`src/rtl/pc_npc_fetch_sequencer_if.sv`:
```
// Instruction-memory request/acknowledge port of the PC/nPC fetch sequencer.
// The sequencer is the master: it raises a request with an address and holds
// both until the memory answers with an acknowledge and the data word.
interface pc_npc_fetch_sequencer_if;
  logic        imem_req;
  logic [31:0] imem_addr;
  logic        imem_ack;
  logic [31:0] imem_data;

  modport master (
    output imem_req,
    output imem_addr,
    input  imem_ack,
    input  imem_data
  );

  modport slave (
    input  imem_req,
    input  imem_addr,
    output imem_ack,
    output imem_data
  );
endinterface

```
`src/rtl/pc_npc_fetch_sequencer.sv`:
```
// SPARC-style PC/nPC fetch sequencer.
// Keeps the architectural PC/nPC pair, fetches the word at PC over the
// request/acknowledge port and presents it as IR31_0 to the downstream
// shifter/sign-extender. On Advance the pair moves forward with nPC taken
// from nPC+4, PC+Disp, the ALU target or the trap base. A delayed-branch
// annul squashes the delay-slot word: it is fetched but never made valid.
module pc_npc_fetch_sequencer #(
  parameter logic [31:0] RESET_PC  = 32'h0000_0000,
  parameter logic [31:0] TRAP_BASE = 32'h0000_0080
) (
  input  logic                           clk,
  input  logic                           rst,
  input  logic                           i_srst,
  input  logic [31:0]                    i_disp,
  input  logic [31:0]                    i_target,
  input  logic [1:0]                     i_next_sel,
  input  logic                           i_annul,
  input  logic                           i_advance,
  pc_npc_fetch_sequencer_if.master       mem,
  output logic [31:0]                    o_ir31_0,
  output logic                           o_ir_valid,
  output logic [31:0]                    o_pc,
  output logic [31:0]                    o_npc,
  output logic                           o_misalign
);

  typedef enum logic [1:0] {
    ST_IDLE  = 2'd0,
    ST_FETCH = 2'd1,
    ST_VALID = 2'd2
  } state_t;

  localparam logic [1:0] SEL_SEQ    = 2'b00;
  localparam logic [1:0] SEL_REL    = 2'b01;
  localparam logic [1:0] SEL_TARGET = 2'b10;
  localparam logic [1:0] SEL_TRAP   = 2'b11;

  state_t      r_state;
  logic [31:0] r_pc;
  logic [31:0] r_npc;
  logic [31:0] r_ir;
  logic        r_ir_valid;
  logic        r_req;
  logic        r_misalign;
  logic        r_annul;

  logic [31:0] w_npc_inc;
  logic [31:0] w_npc_next;
  logic        w_misalign;

  // Select the nPC that an Advance would load, and flag a misaligned jump target.
  always_comb begin
    w_npc_inc  = r_npc + 32'd4;
    w_npc_next = w_npc_inc;
    w_misalign = 1'b0;
    case (i_next_sel)
      SEL_SEQ: begin
        w_npc_next = w_npc_inc;
      end
      SEL_REL: begin
        // relative to the branch itself, i.e. the PC before the update
        w_npc_next = r_pc + i_disp;
      end
      SEL_TARGET: begin
        w_npc_next = {i_target[31:2], 2'b00};
        w_misalign = (i_target[1:0] != 2'b00);
      end
      SEL_TRAP: begin
        w_npc_next = TRAP_BASE;
      end
      default: begin
        w_npc_next = w_npc_inc;
      end
    endcase
  end

  // Fetch FSM: owns the PC/nPC pair, the IR, the request line and the misalign pulse.
  always_ff @(posedge clk or posedge rst) begin
    if (rst) begin
      r_state    <= ST_IDLE;
      r_pc       <= RESET_PC;
      r_npc      <= RESET_PC + 32'd4;
      r_ir       <= 32'h0000_0000;
      r_ir_valid <= 1'b0;
      r_req      <= 1'b0;
      r_misalign <= 1'b0;
      r_annul    <= 1'b0;
    end else if (i_srst) begin
      r_state    <= ST_IDLE;
      r_pc       <= RESET_PC;
      r_npc      <= RESET_PC + 32'd4;
      r_ir       <= 32'h0000_0000;
      r_ir_valid <= 1'b0;
      r_req      <= 1'b0;
      r_misalign <= 1'b0;
      r_annul    <= 1'b0;
    end else begin
      // misalign is a single-cycle pulse unless re-armed by a jump below
      r_misalign <= 1'b0;
      case (r_state)
        ST_IDLE: begin
          // one dead cycle after reset, then start fetching at PC
          r_req   <= 1'b1;
          r_state <= ST_FETCH;
        end
        ST_FETCH: begin
          if (mem.imem_ack) begin
            if (r_annul) begin
              // squashed delay slot: drop the word and fetch the next one at once
              r_pc    <= r_npc;
              r_npc   <= w_npc_inc;
              r_annul <= 1'b0;
              r_req   <= 1'b1;
            end else begin
              r_ir       <= mem.imem_data;
              r_ir_valid <= 1'b1;
              r_req      <= 1'b0;
              r_state    <= ST_VALID;
            end
          end else begin
            // keep request and address steady while memory waits
            r_req <= 1'b1;
          end
        end
        ST_VALID: begin
          if (i_advance) begin
            r_pc       <= r_npc;
            r_npc      <= w_npc_next;
            r_annul    <= i_annul;
            r_ir_valid <= 1'b0;
            r_req      <= 1'b1;
            r_misalign <= w_misalign;
            r_state    <= ST_FETCH;
          end else begin
            r_req <= 1'b0;
          end
        end
        default: begin
          // unreachable encoding: recover through a clean restart
          r_state    <= ST_IDLE;
          r_ir_valid <= 1'b0;
          r_req      <= 1'b0;
          r_annul    <= 1'b0;
        end
      endcase
    end
  end

  assign mem.imem_req  = r_req;
  assign mem.imem_addr = r_pc;
  assign o_ir31_0      = r_ir;
  assign o_ir_valid    = r_ir_valid;
  assign o_pc          = r_pc;
  assign o_npc         = r_npc;
  assign o_misalign    = r_misalign;

endmodule
```
`src/flat_wrapper.sv`:
```
// flat-port wrapper written by rule: the top's interface ports become plain ports
module pc_npc_fetch_sequencer_flat 
#(
  parameter logic [31:0] RESET_PC  = 32'h0000_0000,
  parameter logic [31:0] TRAP_BASE = 32'h0000_0080
)
  (clk, rst, i_srst, i_disp, i_target, i_next_sel, i_annul, i_advance, o_ir31_0, o_ir_valid, o_pc, o_npc, o_misalign, mem_imem_req, mem_imem_addr, mem_imem_ack, mem_imem_data);
  pc_npc_fetch_sequencer_if mem_i ();
  input  logic clk;
  input  logic rst;
  input  logic i_srst;
  input  logic [31:0] i_disp;
  input  logic [31:0] i_target;
  input  logic [1:0] i_next_sel;
  input  logic i_annul;
  input  logic i_advance;
  output logic [31:0] o_ir31_0;
  output logic o_ir_valid;
  output logic [31:0] o_pc;
  output logic [31:0] o_npc;
  output logic o_misalign;
  output wire logic [$bits(mem_i.imem_req)-1:0] mem_imem_req;
  output wire logic [$bits(mem_i.imem_addr)-1:0] mem_imem_addr;
  input wire logic [$bits(mem_i.imem_ack)-1:0] mem_imem_ack;
  input wire logic [$bits(mem_i.imem_data)-1:0] mem_imem_data;
  assign mem_imem_req = mem_i.imem_req;
  assign mem_imem_addr = mem_i.imem_addr;
  assign mem_i.imem_ack = mem_imem_ack;
  assign mem_i.imem_data = mem_imem_data;
  pc_npc_fetch_sequencer #(.RESET_PC(RESET_PC), .TRAP_BASE(TRAP_BASE)) u_core (.clk(clk), .rst(rst), .i_srst(i_srst), .i_disp(i_disp), .i_target(i_target), .i_next_sel(i_next_sel), .i_annul(i_annul), .i_advance(i_advance), .mem(mem_i), .o_ir31_0(o_ir31_0), .o_ir_valid(o_ir_valid), .o_pc(o_pc), .o_npc(o_npc), .o_misalign(o_misalign));
endmodule
```
`config.mk`:
```
export PLATFORM = sky130hd
export DESIGN_NAME = pc_npc_fetch_sequencer_flat
export DESIGN_NICKNAME = d
export VERILOG_FILES = /design/src/rtl/pc_npc_fetch_sequencer_if.sv /design/src/rtl/pc_npc_fetch_sequencer.sv /design/src/flat_wrapper.sv
export SDC_FILE = /design/constraint.sdc
export NUM_CORES = 1
export LEC_CHECK = 0
export BUFFER_PORTS_ARGS = -buffer_cell sky130_fd_sc_hd__buf_4
export CORE_ASPECT_RATIO = 1.5
export CORE_UTILIZATION = 45
export DETAILED_ROUTE_END_ITERATION = 6
export GPL_TIMING_DRIVEN = 0
export PLACE_DENSITY = 0.72
export SYNTH_ARGS = -nofsm -noshare
export SYNTH_HDL_FRONTEND = slang
export SYNTH_SLANG_ARGS = --single-unit
```
`constraint.sdc`:
```
create_clock -name clk -period 4.5 [get_ports clk]
set_input_delay 0.225 -clock clk [delete_from_list [all_inputs] [get_ports clk]]
set_output_delay 0.225 -clock clk [all_outputs]
set_load 0.05 [all_outputs]
```
==> results of run 1 <==
## tightest hold or removal path, cell delays in order
cell	delay [ns]
buf_4	0.11
nand2_1	0.04
a21oi_1	0.05
## cells in the final DEF, fill, tap and decap left out, types with 19 or more instances in the layout
cell type / n
o21ai_0: 84
ha_1: 36
buf_4: 266
dfrtp_1: 101
nor2_1: 57
xnor2_1: 19
a21oi_1: 92
clkbuf_1: 40
nand3_1: 21
nand2_1: 174
## sequential cells by signal, summed over array words and instances (netlist names)
name,count
u_core.mem.imem_req,1
u_core.o_npc,32
u_core.o_ir31_0,32
u_core.r_state,2
u_core.o_ir_valid,1
u_core.o_misalign,1
u_core.mem.imem_addr,32
u_core.r_annul,1
## power breakdown
part | total (mW) | switching (mW) | internal (mW)
combinational | 0.839 | 0.544 | 0.295
clock | 0.769 | 0.387 | 0.383
sequential | 1.03 | 0.0655 | 0.968
total | 2.64 | 0.996 | 1.65
## synth_stat cells (all sizes together), types with 18 or more instances
cell	n
nand2	175
buf	48
nand3	22
dfrtp	101
o21ai	90
nor2	57
a21oi	93
a221oi	18
xnor2	19
inv	19
ha	36
clkbuf	42
## routing by layer
layer	global-route usage, %	vias up	wire (um)
met5	0	-	0
met4	16.80	0	1217
met3	6.258	74	1981
met2	52.91	389	12820
met1	33.79	3640	9198
li1	-	3697	-
## kinds of logic after synthesis
kind of cell,Yosys count
AO/OA/AOI/OAI,311
multiplexers,1
buffers and inverters,109
XOR/XNOR,26
AND/OR/NAND/NOR,315
adder cells (fa/ha/maj),37
flip-flops,102
## repair_timing
| item | CTS | global route |
|---|---|---|
| hold endpoints to repair | 38 | 0 |
| resized for setup | 0 | 0 |
| hold buffers | 1 | 0 |
| endpoints found under the setup margin | 0 | 0 |
| buffers inserted | 0 | 0 |
## worst paths after layout
| path | to | slack [ns] | cells after the start |
|---|---|---|---|
| setup / recovery | u_core.o_npc[29]$_DFFE_PP0P_ | 1.0 | 11 |
| hold / removal | u_core.o_ir31_0[24]$_DFFE_PP0P_ | 0.10 | 3 |
| setup reg to reg | u_core.o_npc[29]$_DFFE_PP0P_ | 1.0 | 11 |
| hold reg to reg | u_core.o_ir31_0[28]$_DFFE_PP0P_ | 0.52 | 2 |
| max in group asynchronous | u_core.o_npc[2]$_DFFE_PP1P_ | 3.26 | 4 |
| min in group asynchronous | u_core.mem.imem_addr[31]$_DFFE_PP0P_ | 0.48 | 3 |
## final cells by class
| type | instances | area share (%) |
|---|---|---|
| Clock buffer | 9 | 2.346 |
| Clock inverter | 7 | 0.5994 |
| Multi-Input combinational cell | 690 | 42.87 |
| Inverter | 19 | 0.7688 |
| Sequential cell | 102 | 26.60 |
| Tap cell | 203 | 2.645 |
| Timing Repair Buffer | 236 | 18.65 |
| Buffer | 90 | 5.525 |
## stage by stage
stage / util (%) / setup WS, ns / power, mW
floorplan: - / 1.420 / 1.583
global placement: 59.10 / 0.1051 / 1.876
detailed placement: 59.31 / 1.129 / 1.883
CTS: 61.18 / 1.097 / 2.645
global route: 61.18 / 0.9085 / 2.744
finish: 61.18 / 0.9985 / 2.642
==> reports/results.tsv, run 1 <==
stage	metric	value	unit
status	status	finished, final reports clean	
global_routing	largest net degree at the start of global routing	65	
global_routing	first-pass GRT wire length	38.83	mm
timing	Tmin final	3.501	ns
timing	fmax	285.6	MHz
yosys	most area-hungry cell type in the Yosys netlist	dfrtp_1	
drt	wirelength, routed	25.22	mm
yosys	most common flop cell mapped by yosys	dfrtp_1	
global_routing	total gr overflow	0	
yosys	FFs w/ async S/R, synth	100.0	%
finish	Final #Nets	1289	
critical_path	crit path from	u_core.mem.imem_addr[25]$_DFFE_PP0P_	
cts	CTS tree	yes	
yosys	Synth Area in Simple Gates	19.48	%
global_routing	antenna violations before repair	0	
timing	final hold slack	0.1008	ns
drt	DR vias	7800	
yosys	compound-gate portion of the synthesized area	27.39	%
cts	Sink Count	102	
timing	Final setup viols	0	
floorplanning	Ports	235	
yosys	XOR/XNOR Fraction of Synth Area	3.131	%
yosys	sequential-to-total area share from yosys stat	35.12	%
power	IR drop worst, VDD	0.1825	mV
timing	Post-Route Setup TNS	0	ns
yosys	Ys Warns	0	
yosys	Post-synth EDFFs	0	
yosys	cells after synthesis	901	
yosys	Synth top area share	34.76	%
critical_path	Critical R2R Launch	u_core.mem.imem_addr[25]$_DFFE_PP0P_	
placed_design	RePlAce Congestion	0.9259	
critical_path	CP startpoint kind	flip-flop	
yosys	Avg Cell Area, Syn	8.071	um^2
drt	DR vias/cell	5.752	
global_routing	vias in the first global route	7392	
cts	Root Driver	clkbuf_16	
floorplanning	Starting Density	46.33	%
yosys	largest family of logic cells by synthesized area	compound AO/OA/AOI/OAI gates	
run	MaxCap Viol Count	0	
critical_path	cell family with most CP delay	compound AO/OA/AOI/OAI gates	
placed_design	Post-DP Area	0.009309	mm^2
critical_path	Arrival @ worst endpoint	3.74	ns
timing	RSZ-0062 raised after global routing	no	
finish	multi-input logic area	0.004116	mm^2
placed_design	PortBufs	233	
critical_path	WS Path Type	reg2reg	
timing	Slew Viols, Final	0	
placed_design	placed insts	1339	
yosys	number of synthesized register bits	102	
finish	FF+latch area	0.002554	mm^2
timing	Slew headroom	51.66	%
finish	share of cells above drive strength 1	27.49	%
floorplanning	core area	0.01570	mm^2
drt	DR DRC count	0	
critical_path	nature of the critical path endpoint	flip-flop	
finish	# fillers	1483	
critical_path	Critical path buffers and inverters	2	
finish	antenna cells	0	
floorplanning	std cell rows	56	
drt	DRT Pass-1 Iters	6	
placed_design	hpwl dp	19.25	mm
min_path	hold_sp	mem_imem_data[24]	
finish	area grow syn2layout	32.04	%
drt	drt first-iter violations	712	
timing	Clock Skew	0.009616	ns
floorplanning	die height	157.7	um
critical_path	worst-path maximum fanout	7	
yosys	Post-Syn Nets	1042	
timing	final hold vios	0	
critical_path	CP max stage cell	a2111oi_0	
cts	clock-pin slew on the worst setup and hold paths	0.08	ns
min_path	Hold Crit Class	in2reg	
yosys	adder-cell share of the synthesized area	6.469	%
critical_path	Worst path max stage delay	0.58	ns
timing	Tcrit/Tclk final	77.81	%
yosys	Post-Syn Area	0.007272	mm^2
yosys	mux contribution to synthesized area	0.1376	%
critical_path	crit path cell chain	ha_1, clkbuf_2, nand4_1, a2111oi_0, buf_1, o2111ai_1, a211oi_1, a2111oi_2, xnor2_1, a221oi_1, nor2_1	
yosys	Unique masters post-synth	84	
drt	wire per inst	18.60	um
floorplanning	Die X	105.8	um
critical_path	WP data required	4.73	ns
power	P_leak	4.644	nW
yosys	top cells by area, synth	dfrtp_1 (35%), nand2_1 (9.0%), a21oi_1 (6.3%), ha_1 (6.2%), o21ai_0 (5.8%)	
timing	Worst-Margin Slew	0.7251	ns
cts	Max Root-Sink Buffers	2	
finish	Post-Layout Cell Count	1356	
cts	Clock Latency Late Sink	0.36	ns
power	PD cells	275.1	mW/mm^2
cts	H-tree lvl count	3	
cts	total CTS buffers	9	
finish	Design Area, Final	0.009602	mm^2
floorplanning	Die Area	0.01668	mm^2
global_routing	Tot GR Track Use	30.07	%
drt	antenna-violating nets left	0	
Note: power is estimated with default switching activity, not from simulation.
==> inputs of run 2 (changes only) <==
Settings changed: PLACE_DENSITY 0.72 to 0.75.
Clock period 4.5 ns to 3.1 ns, I/O delays scaled along.
==> run 2 against run 1 <==
Compared with the run above: cell count rose by 0.29%; clock skew grew 0.0019 ns; clock power grew 61%; sequential share of layout area is 0.33 points lower; count of clock-buffer cells in the layout is 1 higher; fmax is 15% higher; critical path type unchanged; die area stayed put; critical path depth unchanged; sequential power up 46%.
==> reports/results.tsv, run 2 (synthesized netlist as in run 1, its figures left out) <==
stage	metric	value	unit
timing	Tmin final	3.051	ns
drt	DR vias/cell	5.809	
drt	DR vias	7900	
cts	Clock Latency Late Sink	0.36	ns
critical_path	R2R cell count	11	
drt	DRT Pass-1 Iters	6	
critical_path	worst-path maximum fanout	5	
critical_path	Crit path depth	11	
critical_path	cell family with most CP delay	compound AO/OA/AOI/OAI gates	
floorplanning	Die X	105.8	um
critical_path	reg2reg end	u_core.o_npc[28]$_DFFE_PP0P_	
finish	Design Area, Final	0.009721	mm^2
cts	CTS tree	yes	
placed_design	hpwl dp	19.20	mm
finish	commonest non-fill, non-tap cell in the layout	buf_4	
timing	Slew Viols, Final	0	
critical_path	Critical R2R Launch	u_core.mem.imem_addr[0]$_DFFE_PP0P_	
drt	drt first-iter violations	697	
cts	total CTS buffers	9	
placed_design	Post-DP Area	0.009309	mm^2
timing	fmax	327.8	MHz
timing	final hold slack	0.03117	ns
global_routing	met1 track demand over resource	33.37	%
critical_path	nature of the critical path endpoint	flip-flop	
critical_path	Worst path max stage delay	0.43	ns
floorplanning	die height	157.7	um
power	PD cells	408.5	mW/mm^2
finish	most frequent cells in the layout	buf_4 (270), nand2_1 (174), dfrtp_1 (101)	
status	status	finished, final reports clean	
global_routing	GR Layer Usage met3	6.052	%
finish	share of cells above drive strength 1	28.35	%
critical_path	Worst Setup EP	u_core.o_npc[28]$_DFFE_PP0P_	
critical_path	WS Path Type	reg2reg	
cts	Sink Count	102	
critical_path	CP max stage cell	dfrtp_1	
drt	wire per inst	18.64	um
cts	clock-pin slew on the worst setup and hold paths	0.07	ns
power	IR drop worst, VDD	0.2541	mV
critical_path	Reg2Reg Setup Slack	0.05	ns
global_routing	antenna violations before repair	0	
floorplanning	Starting Density	46.33	%
finish	antenna cells	0	
cts	Root Driver	clkbuf_16	
critical_path	WP data required	3.33	ns
timing	Slew headroom	48.22	%
critical_path	crit path from	u_core.mem.imem_addr[0]$_DFFE_PP0P_	
cts	H-tree lvl count	3	
timing	Post-Route Setup TNS	0	ns
global_routing	Tot GR Track Use	30.16	%
drt	antenna-violating nets left	0	
finish	area grow syn2layout	33.67	%
critical_path	Critical path buffers and inverters	0	
drt	wirelength, routed	25.35	mm
run	MaxCap Viol Count	0	
critical_path	Arrival @ worst endpoint	3.28	ns
global_routing	first-pass GRT wire length	39.16	mm
finish	final core utilization	61.93	%
global_routing	met2 global-route usage	54.81	%
placed_design	PortBufs	233	
timing	Tcrit/Tclk final	98.42	%
min_path	Hold Crit Class	in2reg	
finish	Final #Nets	1293	
timing	final hold vios	0	
critical_path	CP startpoint kind	flip-flop	
cts	Max Root-Sink Buffers	2	
timing	Worst-Margin Slew	0.7734	ns
critical_path	crit path cell chain	ha_1, fa_2, a211oi_2, o21ai_1, a31oi_2, o31a_4, o211ai_2, a211oi_2, o31ai_2, nor4bb_1, or3_1	
floorplanning	Ports	235	
timing	Clock Skew	0.01154	ns
placed_design	RePlAce Congestion	0.9280	
drt	DR DRC count	0	
global_routing	largest net degree at the start of global routing	67	
floorplanning	core area	0.01570	mm^2
global_routing	gr busiest metal	met2	
critical_path	crit-path most repeated cell	a211oi_2	
floorplanning	std cell rows	56	
power	P_leak	4.695	nW
global_routing	total gr overflow	0	
floorplanning	Die Area	0.01668	mm^2
global_routing	vias in the first global route	7590	
timing	Final setup viols	0	
## run 2: worst min-delay path by stage
| stage | from | endpoint | slack [ns] | cells after the start |
|---|---|---|---|---|
| final | mem_imem_data[31] | u_core.o_ir31_0[31]$_DFFE_PP0P_ | 0.03 | 3 |
| after global routing | mem_imem_data[18] | u_core.o_ir31_0[18]$_DFFE_PP0P_ | 0.04 | 3 |
| after CTS | mem_imem_data[15] | u_core.o_ir31_0[15]$_DFFE_PP0P_ | 0.03 | 3 |
| after detailed placement | rst | u_core.o_ir31_0[17]$_DFFE_PP0P_ | 0.22 | 2 |
| after global placement | mem_imem_data[26] | u_core.o_ir31_0[26]$_DFFE_PP0P_ | 0.40 | 3 |
| after floorplan | mem_imem_data[0] | u_core.o_ir31_0[0]$_DFFE_PP0P_ | 0.29 | 2 |
## run 2: where the power goes
group / total, mW / internal (mW) / switching (mW) / leakage [nW]
sequential: 1.50 / 1.40 / 0.0952 / 1.40
clock: 1.24 / 0.665 / 0.572 / 0.157
combinational: 1.23 / 0.435 / 0.799 / 3.14
total: 3.97 / 2.50 / 1.47 / 4.70
## run 2: per-stage QoR
step / std cells / setup WS [ns] / power, mW
after detailed placement: 1339 / -0.3052 / 2.734
after global placement: 1337 / -1.213 / 2.717
after CTS: 1359 / 0.05240 / 3.965
after global routing: 1360 / -0.01374 / 4.123
after floorplan: 901 / 0.01984 / 2.297
final: 1360 / 0.04896 / 3.971
## run 2: what timing repair did
action,CTS,global route
gates resized for setup,7,3
setup endpoints to repair,5,6
buffers inserted,3,1
hold buffers,1,0
endpoints found under the hold margin,36,0
pin swaps,3,1
cloned,0,0
## run 2: cell type report
class / count / area [um^2]
buffer: 90 / 530.5
clock buffer: 10 / 239.0
clock inverter: 6 / 78.83
fill: 1482 / 5974
inverter: 19 / 73.82
multi-input combinational: 690 / 4170
sequential: 102 / 2554
tap: 203 / 254.0
timing repair buffer: 240 / 1821
## run 2: per-layer routing
metal,wire [um],vias up
li1,-,3709
met1,9054,3704
met2,13060,397
met3,2158,90
met4,1080,0
met5,0,-
## run 2: worst register-to-register path: cells and delay by family, from the launching register on
| kind | cells | cell delay (ns) |
|---|---|---|
| AOI/OAI and AO/OA | 7 | 1.35 |
| adders and majority gates | 2 | 0.64 |
| and+or+nand+nor | 2 | 0.53 |
| DFF | 1 | 0.43 |
